$ cat src/rtl/scan_xfer_ctrl_pkg.sv
// scanner_pkg: scanner state encodings, controller FSM states and shared constants
package scanner_pkg;

  typedef enum logic [2:0] {
    LOW_PWR  = 3'b000,
    STBY     = 3'b001,
    SCANNING = 3'b010,
    IDLE     = 3'b011,
    FLUSHING = 3'b100,
    XFERRING = 3'b101
  } scan_state_e;

  typedef enum logic [1:0] {XC_IDLE, XC_GRANT, XC_XFER, XC_COOL} xc_state_e;

  localparam logic [7:0] MEM_FULL = 8'd100;

  // Memory fill never legitimately exceeds MEM_FULL; clamp stray values.
  function automatic logic [7:0] clamp_units(logic [7:0] m);
    return (m > MEM_FULL) ? MEM_FULL : m;
  endfunction

endpackage

$ cat src/rtl/scan_xfer_ctrl_if.sv
// scan_xfer_ctrl_if: scanner-pair / downlink signal bundle seen by the transfer controller
interface scan_xfer_ctrl_if #(parameter int TOTAL_W = 16);
  import scanner_pkg::*;
  scan_state_e        state1, state2;
  logic [7:0]         mem_used1, mem_used2;
  logic               rdy_xfer1, rdy_xfer2;
  logic               start_scan_out1, start_scan_out2;
  logic               goto_stby_out1, goto_stby_out2;
  logic               downlink_ok;
  logic               xfer1, xfer2;
  logic               start_scan_in1, start_scan_in2;
  logic               goto_stby_in1, goto_stby_in2;
  logic               busy, active_sel, timeout_err;
  logic [TOTAL_W-1:0] xfer_total;

  modport master (
    output state1, state2, mem_used1, mem_used2, rdy_xfer1, rdy_xfer2,
           start_scan_out1, start_scan_out2, goto_stby_out1, goto_stby_out2, downlink_ok,
    input  xfer1, xfer2, start_scan_in1, start_scan_in2, goto_stby_in1, goto_stby_in2,
           busy, active_sel, timeout_err, xfer_total
  );

  modport slave (
    input  state1, state2, mem_used1, mem_used2, rdy_xfer1, rdy_xfer2,
           start_scan_out1, start_scan_out2, goto_stby_out1, goto_stby_out2, downlink_ok,
    output xfer1, xfer2, start_scan_in1, start_scan_in2, goto_stby_in1, goto_stby_in2,
           busy, active_sel, timeout_err, xfer_total
  );
endinterface

$ cat src/rtl/scan_xfer_rr_arb.sv
// scan_xfer_rr_arb: two-requester round-robin picker; pointer remembers the last granted scanner
module scan_xfer_rr_arb (
  input  logic       clk,
  input  logic       reset,
  input  logic [1:0] req_i,
  input  logic       upd_i,
  input  logic       upd_sel_i,
  output logic       valid_o,
  output logic       sel_o
);
  logic last_q;
  // Reset value 1 means "scanner 2 went last", so scanner 1 wins the first tie.
  always_ff @(posedge clk or negedge reset)
    if (!reset) last_q <= 1'b1;
    else if (upd_i) last_q <= upd_sel_i;
  assign valid_o = |req_i;
  assign sel_o   = &req_i ? ~last_q : req_i[1];
endmodule

$ cat src/rtl/scan_xfer_ctrl.sv
// scan_xfer_ctrl: grants downlink transfers to one scanner at a time; SCAN_XFER_CTRL_STATS_EN adds the xfer_total accumulator
module scan_xfer_ctrl
  import scanner_pkg::*;
#(
  parameter int GRANT_TIMEOUT   = 15,
  parameter int COOLDOWN_CYCLES = 4,
  parameter int TOTAL_W         = 16
) (
  input logic             clk,
  input logic             reset,
  scan_xfer_ctrl_if.slave bus
);
  localparam int TW = $clog2(GRANT_TIMEOUT + 1);
  localparam int CW = $clog2(COOLDOWN_CYCLES + 1);

  xc_state_e   state_q, state_d;
  logic [TW-1:0] tmr_q, tmr_d;
  logic [CW-1:0] cool_q, cool_d;
  logic        sel_q, sel_d, x1_q, x1_d, x2_q, x2_d, to_q, to_d;
  logic        upd, arb_v, arb_sel;
  logic [3:0]  xc_q;
  scan_state_e cur;

  assign cur = sel_q ? bus.state2 : bus.state1;

  scan_xfer_rr_arb u_arb (
    .clk      (clk),
    .reset    (reset),
    .req_i    ({bus.rdy_xfer2 && bus.state2 == IDLE, bus.rdy_xfer1 && bus.state1 == IDLE}),
    .upd_i    (upd),
    .upd_sel_i(sel_q),
    .valid_o  (arb_v),
    .sel_o    (arb_sel)
  );

  // Next-state and registered-output decisions; pointer update fires on cooldown entry.
  always_comb begin
    state_d = state_q;
    tmr_d   = tmr_q;
    cool_d  = cool_q;
    sel_d   = sel_q;
    x1_d    = x1_q;
    x2_d    = x2_q;
    to_d    = 1'b0;
    upd     = 1'b0;
    case (state_q)
      XC_IDLE:
        if (bus.downlink_ok && arb_v) begin
          state_d = XC_GRANT;
          sel_d   = arb_sel;
          x1_d    = !arb_sel;
          x2_d    = arb_sel;
          tmr_d   = TW'(1);
        end
      XC_GRANT:
        if (cur == XFERRING) begin
          state_d = XC_XFER;
          x1_d    = 1'b0;
          x2_d    = 1'b0;
        end else if (tmr_q == TW'(GRANT_TIMEOUT)) begin
          state_d = XC_COOL;
          x1_d    = 1'b0;
          x2_d    = 1'b0;
          to_d    = 1'b1;
          cool_d  = CW'(1);
          upd     = 1'b1;
        end else tmr_d = tmr_q + 1'b1;
      XC_XFER:
        if (cur != XFERRING) begin
          state_d = XC_COOL;
          cool_d  = CW'(1);
          upd     = 1'b1;
        end
      default:
        if (cool_q == CW'(COOLDOWN_CYCLES)) state_d = XC_IDLE;
        else cool_d = cool_q + 1'b1;
    endcase
  end

  // FSM state, timers and registered grant outputs.
  always_ff @(posedge clk or negedge reset)
    if (!reset) begin
      state_q <= XC_IDLE;
      tmr_q   <= '0;
      cool_q  <= '0;
      sel_q   <= 1'b0;
      x1_q    <= 1'b0;
      x2_q    <= 1'b0;
      to_q    <= 1'b0;
    end else begin
      state_q <= state_d;
      tmr_q   <= tmr_d;
      cool_q  <= cool_d;
      sel_q   <= sel_d;
      x1_q    <= x1_d;
      x2_q    <= x2_d;
      to_q    <= to_d;
    end

  // Cross-coupled requests: each scanner sees the other's request one cycle late.
  always_ff @(posedge clk or negedge reset)
    if (!reset) xc_q <= '0;
    else xc_q <= {bus.goto_stby_out1, bus.goto_stby_out2, bus.start_scan_out1, bus.start_scan_out2};

  assign bus.xfer1          = x1_q;
  assign bus.xfer2          = x2_q;
  assign bus.start_scan_in1 = xc_q[0];
  assign bus.start_scan_in2 = xc_q[1];
  assign bus.goto_stby_in1  = xc_q[2];
  assign bus.goto_stby_in2  = xc_q[3];
  assign bus.busy           = state_q != XC_IDLE;
  assign bus.active_sel     = sel_q;
  assign bus.timeout_err    = to_q;

`ifdef SCAN_XFER_CTRL_STATS_EN
  logic [7:0]         cnt_q;
  logic [TOTAL_W-1:0] tot_q;
  logic [TOTAL_W:0]   sum;
  assign sum = {1'b0, tot_q} + (TOTAL_W + 1)'(cnt_q);
  // Unit count is latched when the transfer starts and added, saturating, when it ends.
  always_ff @(posedge clk or negedge reset)
    if (!reset) begin
      cnt_q <= '0;
      tot_q <= '0;
    end else begin
      if (state_q == XC_GRANT && cur == XFERRING)
        cnt_q <= clamp_units(sel_q ? bus.mem_used2 : bus.mem_used1);
      if (state_q == XC_XFER && cur != XFERRING)
        tot_q <= sum[TOTAL_W] ? '1 : sum[TOTAL_W-1:0];
    end
  assign bus.xfer_total = tot_q;
`else
  assign bus.xfer_total = '0;
`endif
endmodule

$ cat src/flat_wrapper.sv
// flat-port wrapper written by rule: the top's interface ports become plain ports
module scan_xfer_ctrl_flat import scanner_pkg::*;
#(
  parameter int GRANT_TIMEOUT   = 15,
  parameter int COOLDOWN_CYCLES = 4,
  parameter int TOTAL_W         = 16
)
  (clk, reset, bus_state1, bus_state2, bus_mem_used1, bus_mem_used2, bus_rdy_xfer1, bus_rdy_xfer2, bus_start_scan_out1, bus_start_scan_out2, bus_goto_stby_out1, bus_goto_stby_out2, bus_downlink_ok, bus_xfer1, bus_xfer2, bus_start_scan_in1, bus_start_scan_in2, bus_goto_stby_in1, bus_goto_stby_in2, bus_busy, bus_active_sel, bus_timeout_err, bus_xfer_total);
  scan_xfer_ctrl_if #(.TOTAL_W(TOTAL_W)) bus_i ();
  input logic clk;
  input logic reset;
  input wire logic [$bits(bus_i.state1)-1:0] bus_state1;
  input wire logic [$bits(bus_i.state2)-1:0] bus_state2;
  input wire logic [$bits(bus_i.mem_used1)-1:0] bus_mem_used1;
  input wire logic [$bits(bus_i.mem_used2)-1:0] bus_mem_used2;
  input wire logic [$bits(bus_i.rdy_xfer1)-1:0] bus_rdy_xfer1;
  input wire logic [$bits(bus_i.rdy_xfer2)-1:0] bus_rdy_xfer2;
  input wire logic [$bits(bus_i.start_scan_out1)-1:0] bus_start_scan_out1;
  input wire logic [$bits(bus_i.start_scan_out2)-1:0] bus_start_scan_out2;
  input wire logic [$bits(bus_i.goto_stby_out1)-1:0] bus_goto_stby_out1;
  input wire logic [$bits(bus_i.goto_stby_out2)-1:0] bus_goto_stby_out2;
  input wire logic [$bits(bus_i.downlink_ok)-1:0] bus_downlink_ok;
  output wire logic [$bits(bus_i.xfer1)-1:0] bus_xfer1;
  output wire logic [$bits(bus_i.xfer2)-1:0] bus_xfer2;
  output wire logic [$bits(bus_i.start_scan_in1)-1:0] bus_start_scan_in1;
  output wire logic [$bits(bus_i.start_scan_in2)-1:0] bus_start_scan_in2;
  output wire logic [$bits(bus_i.goto_stby_in1)-1:0] bus_goto_stby_in1;
  output wire logic [$bits(bus_i.goto_stby_in2)-1:0] bus_goto_stby_in2;
  output wire logic [$bits(bus_i.busy)-1:0] bus_busy;
  output wire logic [$bits(bus_i.active_sel)-1:0] bus_active_sel;
  output wire logic [$bits(bus_i.timeout_err)-1:0] bus_timeout_err;
  output wire logic [$bits(bus_i.xfer_total)-1:0] bus_xfer_total;
  assign bus_i.state1 = bus_state1;
  assign bus_i.state2 = bus_state2;
  assign bus_i.mem_used1 = bus_mem_used1;
  assign bus_i.mem_used2 = bus_mem_used2;
  assign bus_i.rdy_xfer1 = bus_rdy_xfer1;
  assign bus_i.rdy_xfer2 = bus_rdy_xfer2;
  assign bus_i.start_scan_out1 = bus_start_scan_out1;
  assign bus_i.start_scan_out2 = bus_start_scan_out2;
  assign bus_i.goto_stby_out1 = bus_goto_stby_out1;
  assign bus_i.goto_stby_out2 = bus_goto_stby_out2;
  assign bus_i.downlink_ok = bus_downlink_ok;
  assign bus_xfer1 = bus_i.xfer1;
  assign bus_xfer2 = bus_i.xfer2;
  assign bus_start_scan_in1 = bus_i.start_scan_in1;
  assign bus_start_scan_in2 = bus_i.start_scan_in2;
  assign bus_goto_stby_in1 = bus_i.goto_stby_in1;
  assign bus_goto_stby_in2 = bus_i.goto_stby_in2;
  assign bus_busy = bus_i.busy;
  assign bus_active_sel = bus_i.active_sel;
  assign bus_timeout_err = bus_i.timeout_err;
  assign bus_xfer_total = bus_i.xfer_total;
  scan_xfer_ctrl #(.GRANT_TIMEOUT(GRANT_TIMEOUT), .COOLDOWN_CYCLES(COOLDOWN_CYCLES), .TOTAL_W(TOTAL_W)) u_core (.clk(clk), .reset(reset), .bus(bus_i));
endmodule
$ cat config.mk
export PLATFORM = sky130hd
export DESIGN_NAME = scan_xfer_ctrl_flat
export DESIGN_NICKNAME = d
export VERILOG_FILES = /design/src/rtl/scan_xfer_ctrl_pkg.sv /design/src/rtl/scan_xfer_ctrl_if.sv /design/src/rtl/scan_xfer_rr_arb.sv /design/src/rtl/scan_xfer_ctrl.sv /design/src/flat_wrapper.sv
export SDC_FILE = /design/constraint.sdc
export NUM_CORES = 1
export LEC_CHECK = 0
export ABC_AREA = 1
export BUFFER_PORTS_ARGS = -buffer_cell sky130_fd_sc_hd__buf_2
export CAP_MARGIN = 10
export CORE_MARGIN = 2
export CORE_UTILIZATION = 30
export DETAILED_ROUTE_END_ITERATION = 10
export PLACE_DENSITY = 0.58
export SYNTH_ARGS = -nofsm -noshare
export SYNTH_HDL_FRONTEND = slang
export SYNTH_SLANG_ARGS = --single-unit
$ cat constraint.sdc
create_clock -name clk -period 3.1 [get_ports clk]
set_input_delay 0.465 -clock clk [delete_from_list [all_inputs] [get_ports clk]]
set_output_delay 0.465 -clock clk [all_outputs]
set_load 0.005 [all_outputs]
Word level (Yosys, flattened, before mapping)
Index checks and enable logic that the tools add are counted.
{ "op_classes": {"n_mux": 28, "n_addsub": 2, "n_bitwise": 2, "eq_ne": 15, "n_reduce_logical": 15} }
{ "op_table": {"columns": ["operator", "count"], "rows": [
  ["3-bit two-way mux", 5],
  ["4-bit two-way mux", 3],
  ["2-bit two-way mux", 5],
  ["1-bit two-way mux", 9],
  ["3-bit case mux with 3 select lines", 1],
  ["4-bit case mux with 2 select lines", 1],
  ["4-bit AND reduction", 2],
  ["3-bit by 2-bit == test with 1-bit output (second input constant)", 2],
  ["3-bit == test (second input constant)", 2],
  ["2-bit by 1-bit != test with 1-bit output (second input constant)", 3],
  ["3-bit != test (second input constant)", 2],
  ["1-bit case mux with 2 select lines", 3],
  ["2-bit case mux with 3 select lines", 1],
  ["5-bit AND reduction", 1],
  ["4-bit by 1-bit adder with 4-bit output (second input constant)", 1],
  ["4-bit == test (second input constant)", 1],
  ["2-bit != test (second input constant)", 2],
  ["2-bit AND reduction", 2],
  ["2-bit nonzero test", 2],
  ["4-bit nonzero test", 1],
  ["3-bit by 1-bit adder with 3-bit output (second input constant)", 1],
  ["1-bit logical AND", 3],
  ["3-bit by 1-bit != test with 1-bit output (second input constant)", 1],
  ["3-bit AND reduction", 1],
  ["other kinds (6)", 7]
]} }
{ "word_totals": {"inputBits": 31, "word_cells": 71, "output_inout_bits": 25, "regBits": 18} }

Depth between registers and ports, before layout
{ "logic_depth": {"word_depth": 7, "depth_mapped": 10, "mapped_depth_nobuf": 9} }

Hierarchy
From an unflattened synthesis, not the netlist that was laid out.
{ "unflattened": {"cells_unflattened": 157, "area_unflattened_um2": 1226.2} }
{ "by_module_without_submodules": {"columns": ["mod", "area_each_um2", "instances", "seq_area_each_um2", "cells_each"], "rows": [
  ["scan_xfer_ctrl", 1169.9, 1, 425.4, 149],
  ["scan_xfer_rr_arb", 56.3, 1, 26.3, 8]
]} }

Least setup slack after synthesis
Ideal clock, no wire load.
{ "synth_path": {"kind": "reg-to-reg", "from": "register u_core.state_q[0]", "to": "register u_core.state_q[0]", "n_path_buf": 0, "stages_incl_launch_ff": 10, "period_less_slack_ps": 1364, "required_ps": 2983, "path_slack_ps": 1736, "setup_ps": 117, "t_arrival_ps": 1247, "cell_sequence": "dfrtp_1 inv_1 ha_1 inv_2 nand2_2 nor2_2 a21oi_4 nand3_2 nand2_1 nand2_1"} }
{ "synth_via": {"elab_chain_cells": 3, "word_cells_on_any_way": 9, "cone_classes": "eq/ne (5); mux (1); reduce/logical (3)"} }
{ "synth_lines": {"columns": ["element", "line", "text"], "rows": [
  ["from (decl)", "scan_xfer_ctrl.sv:16", "xc_state_e state_q, state_d;"],
  ["from (signal assigned)", "scan_xfer_ctrl.sv:91", "state_q <= state_d;"],
  ["2-bit by 1-bit == test with 1-bit output, or another cell as far along", "scan_xfer_ctrl.sv:46", "case (state_q)"],
  ["3-bit by 1-bit != test with 1-bit output (no line), or another cell as far along", null, null],
  ["4-bit AND reduction (no line)", null, null]
]} }
Several ways; a longest one is shown, not always the timed one.
A chain may end at the register's enable or synchronous reset.

Worst setup path in the final report
{ "layout_path": {"from": "register u_core.state_q[0]", "to": "output bus_busy"} }
{ "layout_via": {"elab_chain_cells": 1} }
{ "layout_lines": {"columns": ["element", "line", "text"], "rows": [
  ["2-bit nonzero test", "scan_xfer_ctrl.sv:111", "assign bus.busy = state_q != XC_IDLE;"],
  ["to (decl)", "flat_wrapper.sv:29", "output wire logic [$bits(bus_i.busy)-1:0] bus_busy;"]
]} }
Every way passes these cells.

==> results.json <==
{
  "worst-path-max-fanout": 6,
  "synth_edf_count": 0,
  "cts_tree": "yes",
  "critPathLaunchType": "register",
  "crit_required_ns": 2.63,
  "cts-root-buf": "clkbuf_8",
  "post_cts_resize_count": 0,
  "netlist_top_cells_count": "38 x nand2_1, 17 x buf_4, 17 x dfrtp_1",
  "yosys_warnings": 0,
  "post_cts_buffers": 0,
  "end_kind": "output pin",
  "hpwl_um": 1690,
  "clock.fmax_mhz": 558,
  "cts-htree-levels": 1,
  "die_y_um": 67.8,
  "cpMaxStageDelayCell": "dfrtp_1",
  "drive_gt1_share_pct": 30.3,
  "grt_max_degree": 19,
  "final_max_slew_viol_count": 0,
  "instances_no_fill": 225,
  "synth.most_common_cell": "nand2_1",
  "synthCells": 150,
  "synth_top_area_cell": "dfrtp_1",
  "cts_buffer_depth": 2,
  "hold_viol": 0,
  "drtPass1Iterations": 4,
  "grt_pass1_vias": 850,
  "fin_worst_skew_ns": 0.00606,
  "synth_flop_cell": "dfrtp_1",
  "synth_area_mm2": 0.00122,
  "synth.avg_cell_area_um2": 8.14,
  "num_antenna_cells": 0,
  "die_w_um": 67.8,
  "detail-route-antenna-nets": 0,
  "p_leak_uw": 0.000758,
  "gr-total-overflow": 0,
  "antenna_found_initial": 0,
  "top_usage_layer": "met2",
  "grt_use_met1_pct": 12.1,
  "max_stage_delay_ns": 0.41,
  "routedWlPerCell_um": 9.71,
  "start_util_pct": 30.7,
  "vdd_drop_max_v": 0.000288,
  "cts.sinks": 18,
  "crit_arrival_ns": 1.33,
  "core_area_mm2": 0.00397,
  "met2_usage_pct": 17.4,
  "ys_top_cells_by_area": "dfrtp_1 35%, nand2_1 12%, buf_4 10%",
  "dp.cells": 221,
  "tns_ns": 0,
  "finalWeightedCongestion": 0.811,
  "fp-row-count": 23,
  "area_growth_pct": 13.2,
  "async_reset_ff_share_pct": 100,
  "insertion_delay_ns": 0.27,
  "synth_seq_cells": 18,
  "hold_class": "primary input to asynchronous set/reset pin",
  "critPathKind": "register to output pin",
  "synth_top_area_share_pct": 34.8,
  "period_share_pct": 57.9,
  "ys_seq_area_share_pct": 37.0,
  "r2r-start": "u_core.state_q[1]$_DFFE_PN0P_",
  "numCtsBuffers": 3,
  "grt_util_met3_pct": 2.50,
  "vias": 919,
  "port_buffers": 23,
  "cts_hold_buffers": 0,
  "drc": 0,
  "die_area_mm2": 0.00460,
  "status": "complete, no violations",
  "power.density_mw_per_mm2": 867,
  "period_needed_ns": 1.79,
  "crit_start": "u_core.state_q[0]$_DFFE_PN0P_",
  "rsz0062_at_grt": "false",
  "viasPerCell": 4.08,
  "cp_cell_sequence": "inv_1 > ha_1 > inv_2 > buf_2",
  "grt_usage_pct": 10.3,
  "nNetsFinal": 214,
  "drtIter0Drc": 28,
  "clk_pin_slew_ns": 0.08,
  "wirelength_um": 2190,
  "grt_first_pass_wirelength_um": 3520,
  "drv_cap": 0,
  "setup_viol": 0,
  "ys_types": 23,
  "io_pins": 56
}
## stage by stage
| step | power (uW) | instance area (um2) | hold WS, ns | setup WS [ns] | utilization, % |
|---|---|---|---|---|---|
| floorplan | 885 | 1280 | 0.169 | 1.74 | - |
| global placement | 1000 | 1330 | 0.430 | 1.49 | 33.4 |
| detailed placement | 1010 | 1330 | 0.435 | 1.47 | 33.4 |
| CTS | 1220 | 1380 | 0.141 | 1.29 | 34.8 |
| global route | 1300 | 1380 | 0.163 | 1.25 | 34.8 |
| finish | 1200 | 1380 | 0.128 | 1.31 | 34.8 |
## placed cells by master (no fill, tap or decap), drive strengths merged
cell    count
dfstp       1
o21ai      10
inv        17
nand2      48
nand3      13
dfrtp      17
xnor2       1
clkbuf      4
buf        23
nor2       11
xor2        2
a21oi       4
ha          7
conb       16
nand4       1
## metal layers
layer | wire (um) | up-vias | part of all wire, %
li1 | - | 484 | -
met1 | 1030 | 408 | 47
met2 | 990 | 22 | 45
met3 | 118 | 5 | 5.4
met4 | 48 | 0 | 2.2
met5 | 0 | - | 0
## final timing paths
path                                                          end  slack, ns  depth (start not counted)
worst max-delay path                                     bus_busy       1.31                          4
worst max register to register      u_core.state_q[0]$_DFFE_PN0P_       1.48                          9
worst min register to register    u_core.u_arb.last_q$_DFFE_PN1P_       0.46                          2
min in group clk                         u_core.xc_q[2]$_DFF_PN0_       0.31                          1
max in group asynchronous         u_core.u_arb.last_q$_DFFE_PN1P_       2.64                          1
worst min-delay path            u_core.bus.active_sel$_DFFE_PN0P_       0.13                          1
## state kept, by name (all words and copies together), names as in the netlist
register / count
u_core.tmr_q: 4
u_core.bus.xfer2: 1
u_core.xc_q: 4
u_core.cool_q: 3
u_core.u_arb.last_q: 1
u_core.bus.xfer1: 1
u_core.bus.timeout_err: 1
u_core.bus.active_sel: 1
u_core.state_q: 2
## logic make-up (layout without fill, tap and decap cells)
logic type | after synthesis | after routing | synth area share, %
flops | 18 | 18 | 37.0
fa+ha+maj | 7 | 7 | 7.17
xor+xnor | 3 | 3 | 2.15
compound gates | 14 | 14 | 7.58
other cells | 1 | 16 | 0.307
simple gates | 73 | 73 | 30.1
buf+inv | 34 | 44 | 15.7
## power breakdown
group | leakage (uW) | switching (uW) | internal (uW)
Sequential | 0.000227 | 56.0 | 310
Clock | 0.0000288 | 88.1 | 113
Combinational | 0.000503 | 396 | 234
## critical path: cells and delay by family, from the launching register on
family / cells / cell delay (ns)
buf+inv: 3 / 0.33
flops: 1 / 0.41
fa+ha+maj: 1 / 0.32
## final cells by class
type | instances | area (um2)
Clock buffer | 4 | 55.1
Fill cell | 438 | 2590
Inverter | 17 | 63.8
Multi-Input combinational cell | 113 | 634
Sequential cell | 18 | 452
Tap cell | 50 | 62.6
Timing Repair Buffer | 23 | 115
(Power assumes the default switching activity.)
